==> config.mk <==
export PLATFORM = sky130hd
export DESIGN_NAME = puf_response_collector_flat
export DESIGN_NICKNAME = d
export VERILOG_FILES = /design/src/rtl/puf_response_collector_pkg.sv /design/src/rtl/puf_response_collector_if.sv /design/src/rtl/puf_response_collector_vote_cell.sv /design/src/rtl/puf_response_collector.sv /design/src/flat_wrapper.sv
export SDC_FILE = /design/constraint.sdc
export NUM_CORES = 1
export LEC_CHECK = 0
export BUFFER_PORTS_ARGS = -buffer_cell sky130_fd_sc_hd__buf_4
export CELL_PAD_IN_SITES_DETAIL_PLACEMENT = 0
export CELL_PAD_IN_SITES_GLOBAL_PLACEMENT = 1
export CORE_MARGIN = 4
export CORE_UTILIZATION = 45
export CTS_CLUSTER_SIZE = 8
export DETAILED_ROUTE_END_ITERATION = 7
export PLACE_DENSITY_LB_ADDON = 0.1
export SYNTH_ARGS = -nofsm -noshare
export SYNTH_HDL_FRONTEND = slang
export SYNTH_SLANG_ARGS = --single-unit
==> constraint.sdc <==
create_clock -name clk -period 1.9 [get_ports clk]
set_input_delay 0.19 -clock clk [delete_from_list [all_inputs] [get_ports clk]]
set_output_delay 0.19 -clock clk [all_outputs]
set_load 0.005 [all_outputs]
==> src/rtl/puf_response_collector_pkg.sv <==
// Shared types and constants for the PDL arbiter PUF response collector.
//   state_e        : collector FSM states
//   PUF_DATA_WIDTH : arbiter bank width, shared with the arbiter flop bank
//   cnt_width()    : width of a counter that must hold 0..n inclusive
package puf_response_collector_pkg;

  localparam int PUF_DATA_WIDTH = 32;

  typedef enum logic [2:0] {
    IDLE,
    FIRE,
    SAMPLE,
    RELAX,
    DONE
  } state_e;

  function automatic int cnt_width(input int n);
    return (n < 1) ? 1 : $clog2(n + 1);
  endfunction

endpackage

==> src/rtl/puf_response_collector_if.sv <==
// Collector bus: challenge trigger, race launch, arbiter sample inputs and
// the voted response handshake.
//   slave  : collector side (drives launch/busy/resp/unstable/resp_valid)
//   master : requester / arbiter bank / reply path side
interface puf_response_collector_if
  import puf_response_collector_pkg::*;
#(
  parameter int DATA_WIDTH = PUF_DATA_WIDTH
);
  logic                  start;
  logic                  launch;
  logic [DATA_WIDTH-1:0] arb_q;
  logic                  busy;
  logic [DATA_WIDTH-1:0] resp;
  logic [DATA_WIDTH-1:0] unstable;
  logic                  resp_valid;
  logic                  resp_ready;

  modport slave (
    input  start, arb_q, resp_ready,
    output launch, busy, resp, unstable, resp_valid
  );

  modport master (
    output start, arb_q, resp_ready,
    input  launch, busy, resp, unstable, resp_valid
  );
endinterface

==> src/rtl/puf_response_collector_vote_cell.sv <==
// One arbiter lane: 2-flop synchroniser, evaluation counter and vote.
//   clk/rst  : clock, synchronous active-high reset
//   clr      : zero the counter (start of a collection)
//   inc_en   : add the synchronised bit to the counter this cycle
//   num_eval : evaluations per collection
//   arb_q    : raw arbiter output, asynchronous to clk
//   resp     : majority vote, ties resolve to 0
//   unstable : lane disagreed with itself across evaluations
module puf_vote_cell #(
  parameter int CW = 3
) (
  input  logic          clk,
  input  logic          rst,
  input  logic          clr,
  input  logic          inc_en,
  input  logic [CW-1:0] num_eval,
  input  logic          arb_q,
  output logic          resp,
  output logic          unstable
);
  logic          s1, s2;
  logic [CW-1:0] cnt;

  // inc_en fires once per evaluation, so cnt never exceeds num_eval.
  always_ff @(posedge clk) begin
    if (rst) begin
      s1  <= 1'b0;
      s2  <= 1'b0;
      cnt <= '0;
    end else begin
      s1 <= arb_q;
      s2 <= s1;
      if (clr)         cnt <= '0;
      else if (inc_en) cnt <= cnt + CW'(s2);
    end
  end

  assign resp     = cnt > (num_eval >> 1);
  assign unstable = (cnt != '0) && (cnt != num_eval);
endmodule

==> src/rtl/puf_response_collector.sv <==
// Arbiter PUF response collector. Launches NUM_EVAL races, samples the
// synchronised arbiter bank after each settle window, and presents a
// per-bit majority response with an instability mask.
//   clk/rst : clock, synchronous active-high reset
//   bus     : collector interface (slave modport)
module puf_response_collector
  import puf_response_collector_pkg::*;
#(
  parameter int DATA_WIDTH = PUF_DATA_WIDTH,
  parameter int NUM_EVAL   = 7,
  parameter int SETTLE_CYC = 8,
  parameter int RELAX_CYC  = 8
) (
  input  logic                     clk,
  input  logic                     rst,
  puf_response_collector_if.slave  bus
);
  localparam int CW   = cnt_width(NUM_EVAL);
  localparam int TMAX = (SETTLE_CYC > RELAX_CYC) ? SETTLE_CYC : RELAX_CYC;
  localparam int TW   = $clog2(TMAX + 1);
  localparam logic [CW-1:0] NE       = CW'(NUM_EVAL);
  localparam logic [TW-1:0] SET_LAST = TW'(SETTLE_CYC - 1);
  localparam logic [TW-1:0] REL_LAST = TW'(RELAX_CYC - 1);

  state_e                state, state_nxt;
  logic [TW-1:0]         timer;
  logic [CW-1:0]         eval_cnt;
  logic                  launch_q;
  logic [DATA_WIDTH-1:0] resp_q, unst_q;
  logic [DATA_WIDTH-1:0] vote_resp, vote_unst;
  logic                  clr, inc_en;

  assign clr    = (state == IDLE) && bus.start;
  assign inc_en = (state == SAMPLE);

  always_comb begin
    state_nxt = state;
    case (state)
      IDLE:    if (bus.start) state_nxt = FIRE;
      FIRE:    if (timer == SET_LAST) state_nxt = SAMPLE;
      SAMPLE:  state_nxt = RELAX;
      RELAX:   if (timer == REL_LAST) state_nxt = (eval_cnt < NE) ? FIRE : DONE;
      DONE:    if (bus.resp_ready) state_nxt = IDLE;
      default: state_nxt = IDLE;
    endcase
  end

  always_ff @(posedge clk) begin
    if (rst) begin
      state    <= IDLE;
      timer    <= '0;
      eval_cnt <= '0;
      launch_q <= 1'b0;
      resp_q   <= '0;
      unst_q   <= '0;
    end else begin
      state <= state_nxt;
      // timer counts cycles spent in the current state
      timer <= (state_nxt != state) ? '0 : timer + TW'(1);
      if (clr)         eval_cnt <= '0;
      else if (inc_en) eval_cnt <= eval_cnt + CW'(1);
      // launch registered from next state so the race edge is glitch-free
      // and only falls on the SAMPLE->RELAX transition
      launch_q <= (state_nxt == FIRE) || (state_nxt == SAMPLE);
      if (state == RELAX && state_nxt == DONE) begin
        resp_q <= vote_resp;
        unst_q <= vote_unst;
      end
    end
  end

  for (genvar i = 0; i < DATA_WIDTH; i++) begin : g_lane
    puf_vote_cell #(.CW(CW)) u_cell (
      .clk      (clk),
      .rst      (rst),
      .clr      (clr),
      .inc_en   (inc_en),
      .num_eval (NE),
      .arb_q    (bus.arb_q[i]),
      .resp     (vote_resp[i]),
      .unstable (vote_unst[i])
    );
  end

  assign bus.launch     = launch_q;
  assign bus.busy       = (state != IDLE);
  assign bus.resp_valid = (state == DONE);
  assign bus.resp       = resp_q;
  assign bus.unstable   = unst_q;
endmodule

==> src/flat_wrapper.sv <==
// flat-port wrapper written by rule: the top's interface ports become plain ports
module puf_response_collector_flat import puf_response_collector_pkg::*;
#(
  parameter int DATA_WIDTH = PUF_DATA_WIDTH,
  parameter int NUM_EVAL   = 7,
  parameter int SETTLE_CYC = 8,
  parameter int RELAX_CYC  = 8
)
  (clk, rst, bus_start, bus_arb_q, bus_resp_ready, bus_launch, bus_busy, bus_resp, bus_unstable, bus_resp_valid);
  puf_response_collector_if #(.DATA_WIDTH(DATA_WIDTH)) bus_i ();
  input  logic clk;
  input  logic rst;
  input wire logic [$bits(bus_i.start)-1:0] bus_start;
  input wire logic [$bits(bus_i.arb_q)-1:0] bus_arb_q;
  input wire logic [$bits(bus_i.resp_ready)-1:0] bus_resp_ready;
  output wire logic [$bits(bus_i.launch)-1:0] bus_launch;
  output wire logic [$bits(bus_i.busy)-1:0] bus_busy;
  output wire logic [$bits(bus_i.resp)-1:0] bus_resp;
  output wire logic [$bits(bus_i.unstable)-1:0] bus_unstable;
  output wire logic [$bits(bus_i.resp_valid)-1:0] bus_resp_valid;
  assign bus_i.start = bus_start;
  assign bus_i.arb_q = bus_arb_q;
  assign bus_i.resp_ready = bus_resp_ready;
  assign bus_launch = bus_i.launch;
  assign bus_busy = bus_i.busy;
  assign bus_resp = bus_i.resp;
  assign bus_unstable = bus_i.unstable;
  assign bus_resp_valid = bus_i.resp_valid;
  puf_response_collector #(.DATA_WIDTH(DATA_WIDTH), .NUM_EVAL(NUM_EVAL), .SETTLE_CYC(SETTLE_CYC), .RELAX_CYC(RELAX_CYC)) u_core (.clk(clk), .rst(rst), .bus(bus_i));
endmodule
**After elaboration in Yosys (flattened, before gate mapping)**

Cells that the tools add are included.

- Flip-flop bits (word level): 235
- Bits of input ports: 36
- Output and inout bits: 67
- Logic and storage cells: 287

- Add/sub/neg operators: 34
- $lt $le $gt $ge: 33
- Equal/unequal tests: 41
- Mux-type cells: 6
- Reductions and logical operators: 71

Operator list:

| operator | number |
|---|---|
| 3-bit nonzero test | 33 |
| 3-bit by 1-bit adder with 3-bit output | 32 |
| 3-bit by 2-bit > comparator with 1-bit output (second input constant) | 32 |
| 3-bit inequality test (second input constant) | 32 |
| 1-bit logical AND | 34 |
| 3-bit two-way mux | 5 |
| 3-bit case mux with 5 select lines | 1 |
| 3-bit by 2-bit equality test with 1-bit output (second input constant) | 3 |
| 3-bit by 1-bit equality test with 1-bit output (second input constant) | 2 |
| 3-bit equality test (second input constant) | 2 |
| 4-bit by 1-bit adder with 4-bit output (second input constant) | 1 |
| 4-bit by 3-bit equality test with 1-bit output (second input constant) | 1 |
| 2-bit OR reduction | 2 |
| 3-bit by 1-bit adder with 3-bit output (second input constant) | 1 |
| 3-bit zero test | 1 |
| 3-bit < comparator (second input constant) | 1 |
| 3-bit inequality test | 1 |
| 1-bit logical OR | 1 |

**Depth between registers and ports, before layout**

- Word-level depth: 6
- Mapped depth: 6
- Depth with buffers taken out: 5

**Hierarchy**

Synthesis repeated with hierarchy kept, for this count alone.

- Cells, all modules: 1582
- Area total of the unflattened synthesis: 13739.4 µm²

Modules (own cells, without submodules):

| module | instances | cells an instance | area an instance (µm²) | sequential area each (µm²) |
|---|---|---|---|---|
| puf_vote_cell | 32 | 39 | 321.6 | 100.1 |
| puf_response_collector | 1 | 334 | 3449.6 | 1501.4 |

**Least setup slack after synthesis**

No wires, ideal clock.

- Kind: register -> register
- Start point: register u_core.timer[0]
- End point: register u_core.unst_q[10] (netlist: u_core.bus.unstable[10])
- Library setup time: 0.121 ns
- Arrival time: 1.529 ns
- Data required time: 1.779 ns
- Setup slack: 0.250 ns
- Cell stages (with the launch flop): 7
- Path buffers: 2
- Period minus slack after synthesis: 1.650 ns
- Path through: dfxtp_1 > ha_1 > and4b_1 > buf_2 > nand3_2 > buf_2 > mux2_2

- Cells in the longest elaborated chain, start to end: 5
- Elaborated cells between the ends (all ways): 6
- Classes of those cells: eq/ne (2); mux (3); reduce/logical (1)

Ends and longest elaborated chain:

| item | line | text |
|---|---|---|
| start, declared | puf_response_collector.sv:26 | `logic [TW-1:0] timer;` |
| start signal, assigned | puf_response_collector.sv:59 | `timer <= (state_nxt != state) ? '0 : timer + TW'(1);` |
| 4-bit by 3-bit equality test with 1-bit output (*) | puf_response_collector.sv:40, puf_response_collector.sv:42 |  |
| 3-bit two-way mux, on equally long branches | puf_response_collector.sv:42, puf_response_collector.sv:40 |  |
| 3-bit case mux with 5 select lines (*) | puf_response_collector.sv:38 | `case (state)` |
| 3-bit equality test (*) | puf_response_collector.sv:65 | `if (state == RELAX && state_nxt == DONE) begin` |
| 1-bit logical AND (*) | puf_response_collector.sv:65 |  |
| end signal, assigned | puf_response_collector.sv:67 | `unst_q <= vote_unst;` |
| end, declared | puf_response_collector.sv:29 | `logic [DATA_WIDTH-1:0] resp_q, unst_q;` |

Every way passes the cells marked *; elsewhere a longest branch is shown, timed or not.
A chain may end at the register's enable or synchronous reset.

**Worst setup path in the final report**

- Start point: register u_core.state[0]
- End point: output bus_busy

- Cells in the longest elaborated chain, start to end: 1

Ends and longest elaborated chain:

| item | line | text |
|---|---|---|
| start, declared | puf_response_collector.sv:25 | `state_e state, state_nxt;` |
| start signal, assigned | puf_response_collector.sv:57 | `state <= state_nxt;` |
| 3-bit nonzero test | puf_response_collector.sv:86 | `assign bus.busy = (state != IDLE);` |
| end, declared | flat_wrapper.sv:17 | `output wire logic [$bits(bus_i.busy)-1:0] bus_busy;` |

No other way between the ends.

==> results.md <==
* Unique masters post-synth at 32
* P&R area growth vs syn at 24.8%
* Synthesis-stage register bit count at about 240
* Max-slew violations at 0
* Top_reg_cell synth: dfxtp_1
* First-pass GRT wire length at between 30000 and 40000 µm
* Biggest area consumer among synthesized cells: dfxtp_1
* Fraction of layout cells with a size suffix above 1 at around 17%
* Die ar. at 0.0239 mm²
* TritonCTS clock tree: built
* Final setup vio count at 0
* Most frequent cells in the layout: 235 x dfxtp_1, 133 x nand2_1, 132 x a21oi_1, 119 x buf_4, 97 x nor2b_1
* Multi-input gate area at roughly 0.0045 mm²
* Placed cell areas at approximately 0.011 mm²
* Num CTS Buffers at 35
* Antenna cells at 0
* RSZ-0062 raised after global routing: no
* Synth warn at 0
* Port buffer count at approximately 100
* Max-cap violations at 0
* Crit path time final at 1.77 ns
* Worst-Skew Late Latency at ~0.5 ns
* Final Hold Vio Count at 0
* Cell area after synthesis at between 0.009 and 0.01 mm²
* H-Tree Depth at 2
* Worst-path clk slew at about 0.050 ns
* DR WL/cell at around 15 µm
* Vias in the first global route at 7300
* Clock buffer depth at 3
* Fin area at ~0.012 mm²
* Post-detailed-route DRC marker count at 0
* Commonest non-fill, non-tap cell in the layout: dfxtp_1
* Die height at 155 µm
* Final HPWL DP at between 10000 and 15000 µm
* Critical Path Start: u_core.state[0]
* HP Class: in -> reg
* Seq/Total Area, Yosys at about half
* Total track usage at between 10% and 20%
* Initial antenna violation count at 0
* Worst Path Max Fanout at 10
* Worst slew margin at approximately two thirds
* Cells after synthesis at roughly 1100
* Routability cong. at 0.737
* Fin Setup TNS at 0 ns
* PwrDens at 880 mW/mm²
* Largest net degree at the start of global routing at between 60 and 70
* Yosys top cell area share at between 40% and 50%
* Worst setup SP type: flop
* Root Buffer: clkbuf_16
* Register area at about 0.0047 mm²
* Fmax at 0.566 GHz
* Fill count at roughly 1900
* Leakage Power at approximately 4.9 nW
* Row count at 53
* Top cells by area, synth: dfxtp_1 49%, ha_1 8.5%, a21oi_1 6.8%
* Vias per cell at roughly 5.2
* Final period util at 93.1%
* Outcome: finished clean
* Final wirelength at between 20000 and 25000 µm
* Post-route ant nets at 0
* Global route overflow at 0
* FFs w/ async S/R, synth at 0%
* Routed vias at between 7000 and 8000
* Core area at approximately 0.021 mm²
* Post-synth EDFFs at 0
* Hold Startpoint: rst
* Data arrival, critical path at about 1.6 ns
* Die W at around 150 µm
* Max VDD drop at about 0.58 mV
* Drt initial violations at around 300
* Worst Tran Pin Value at 0.494 ns
* Post-CTS setup buffer count at 0
* CTS Sinks at approximately 240
* Syn_nets at around 1200
* Crit. End Element: output port
* Avg Inst Size Synth at 9.06 µm²
* CP Data Required Time at approximately 1.7 ns
* Initial Utilization at 45.9%
* Worst reg2reg path startpoint: u_core.timer[0]
* Skew final at ~0.016 ns
* Drt pass-1 iters at 5
* Critical path type: reg -> out
* Number of nets in the layout at 1292
* I/O pins at a little over 100
[where the power goes]
group | switching (mW) | internal, mW
Clock | 2.00 | 3.25
Combinational | 0.166 | 0.174
Sequential | 0.0224 | 5.01
[cells in the mapped netlist (all sizes together), types with 5 or more instances]
cell,number
nor3,68
buf,28
mux2,32
and3,33
nand2,133
nor2b,98
dfxtp,235
o31ai,34
o21ai,34
ha,66
inv,33
clkbuf,50
nand4,32
a21oi,132
or3,34
nor2,5
[layer usage]
layer	GRT usage, %	vias to the layer above	wire length, µm
li1	-	3941	-
met1	24.2	3575	10300
met2	29.5	143	9800
met3	3.61	30	987
met4	5.47	0	426
met5	0	-	0
[logic make-up (layout without fill, tap and decap cells)]
kind of cell	count (synthesis)	in the layout	synth area share, %
compound gates	205	205	11.7
xor+xnor	4	4	0.362
fa+ha+maj	66	66	8.54
mux	32	32	3.73
buf+inv	111	236	4.58
flops	235	235	48.7
simple gates	414	414	22.5
[what timing repair did]
action                                  4_1_cts  5_1_grt
resized for setup                             0        1
endpoints found under the setup margin        0        1
hold endpoints to repair                     34        0
hold buffers                                 34        0
[path summary, 6_finish.rpt]
| path | endpoint | slack [ns] | cells after the start |
|---|---|---|---|
| max | bus_busy | 0.13 | 3 |
| min reg2reg | u_core.g_lane[28].u_cell.s2 | 0.42 | 1 |
| min | u_core.bus.resp[20] | 0.06 | 2 |
| max reg2reg | u_core.bus.unstable[26] | 0.19 | 5 |
[flip-flops by register name, summed over array words and instances, names as in the netlist]
register and count:
u_core.bus.launch 1, u_core.g_lane.u_cell.s1 32, u_core.g_lane.u_cell.cnt 96, u_core.bus.unstable 32, u_core.timer 4, u_core.state 3
u_core.bus.resp 32, u_core.eval_cnt 3, u_core.g_lane.u_cell.s2 32
[area by class of cell]
cell class / count / area share (%)
Clock inverter: 4 / 0.280
Inverter: 33 / 1.03
Sequential cell: 235 / 39.0
Multi-Input combinational cell: 721 / 37.6
Timing Repair Buffer: 164 / 12.0
Clock buffer: 35 / 7.26
Tap cell: 275 / 2.85
[metrics by stage]
step / utilization, % / total power, mW / setup slack (ns) / cells / hold slack, ns
2_1_floorplan: - / 5.28 / 0.250 / 1067 / 0.318
3_3_place_gp: 51.3 / 5.42 / 0.230 / 1394 / 0.399
3_5_place_dp: 51.3 / 5.42 / 0.198 / 1394 / 0.405
4_1_cts: 57.2 / 10.8 / 0.0811 / 1467 / 0.0543
5_1_grt: 57.2 / 11.1 / 0.0737 / 1467 / 0.0652
6_report: 57.2 / 10.6 / 0.132 / 1467 / 0.0644
[worst max-delay path, cell delays in order (launching register included)]
cell     delay (ns)
dfxtp_1        0.33
buf_4          0.18
or3_1          0.40
buf_4          0.16
No activity file was read; power rests on OpenSTA's default activity.
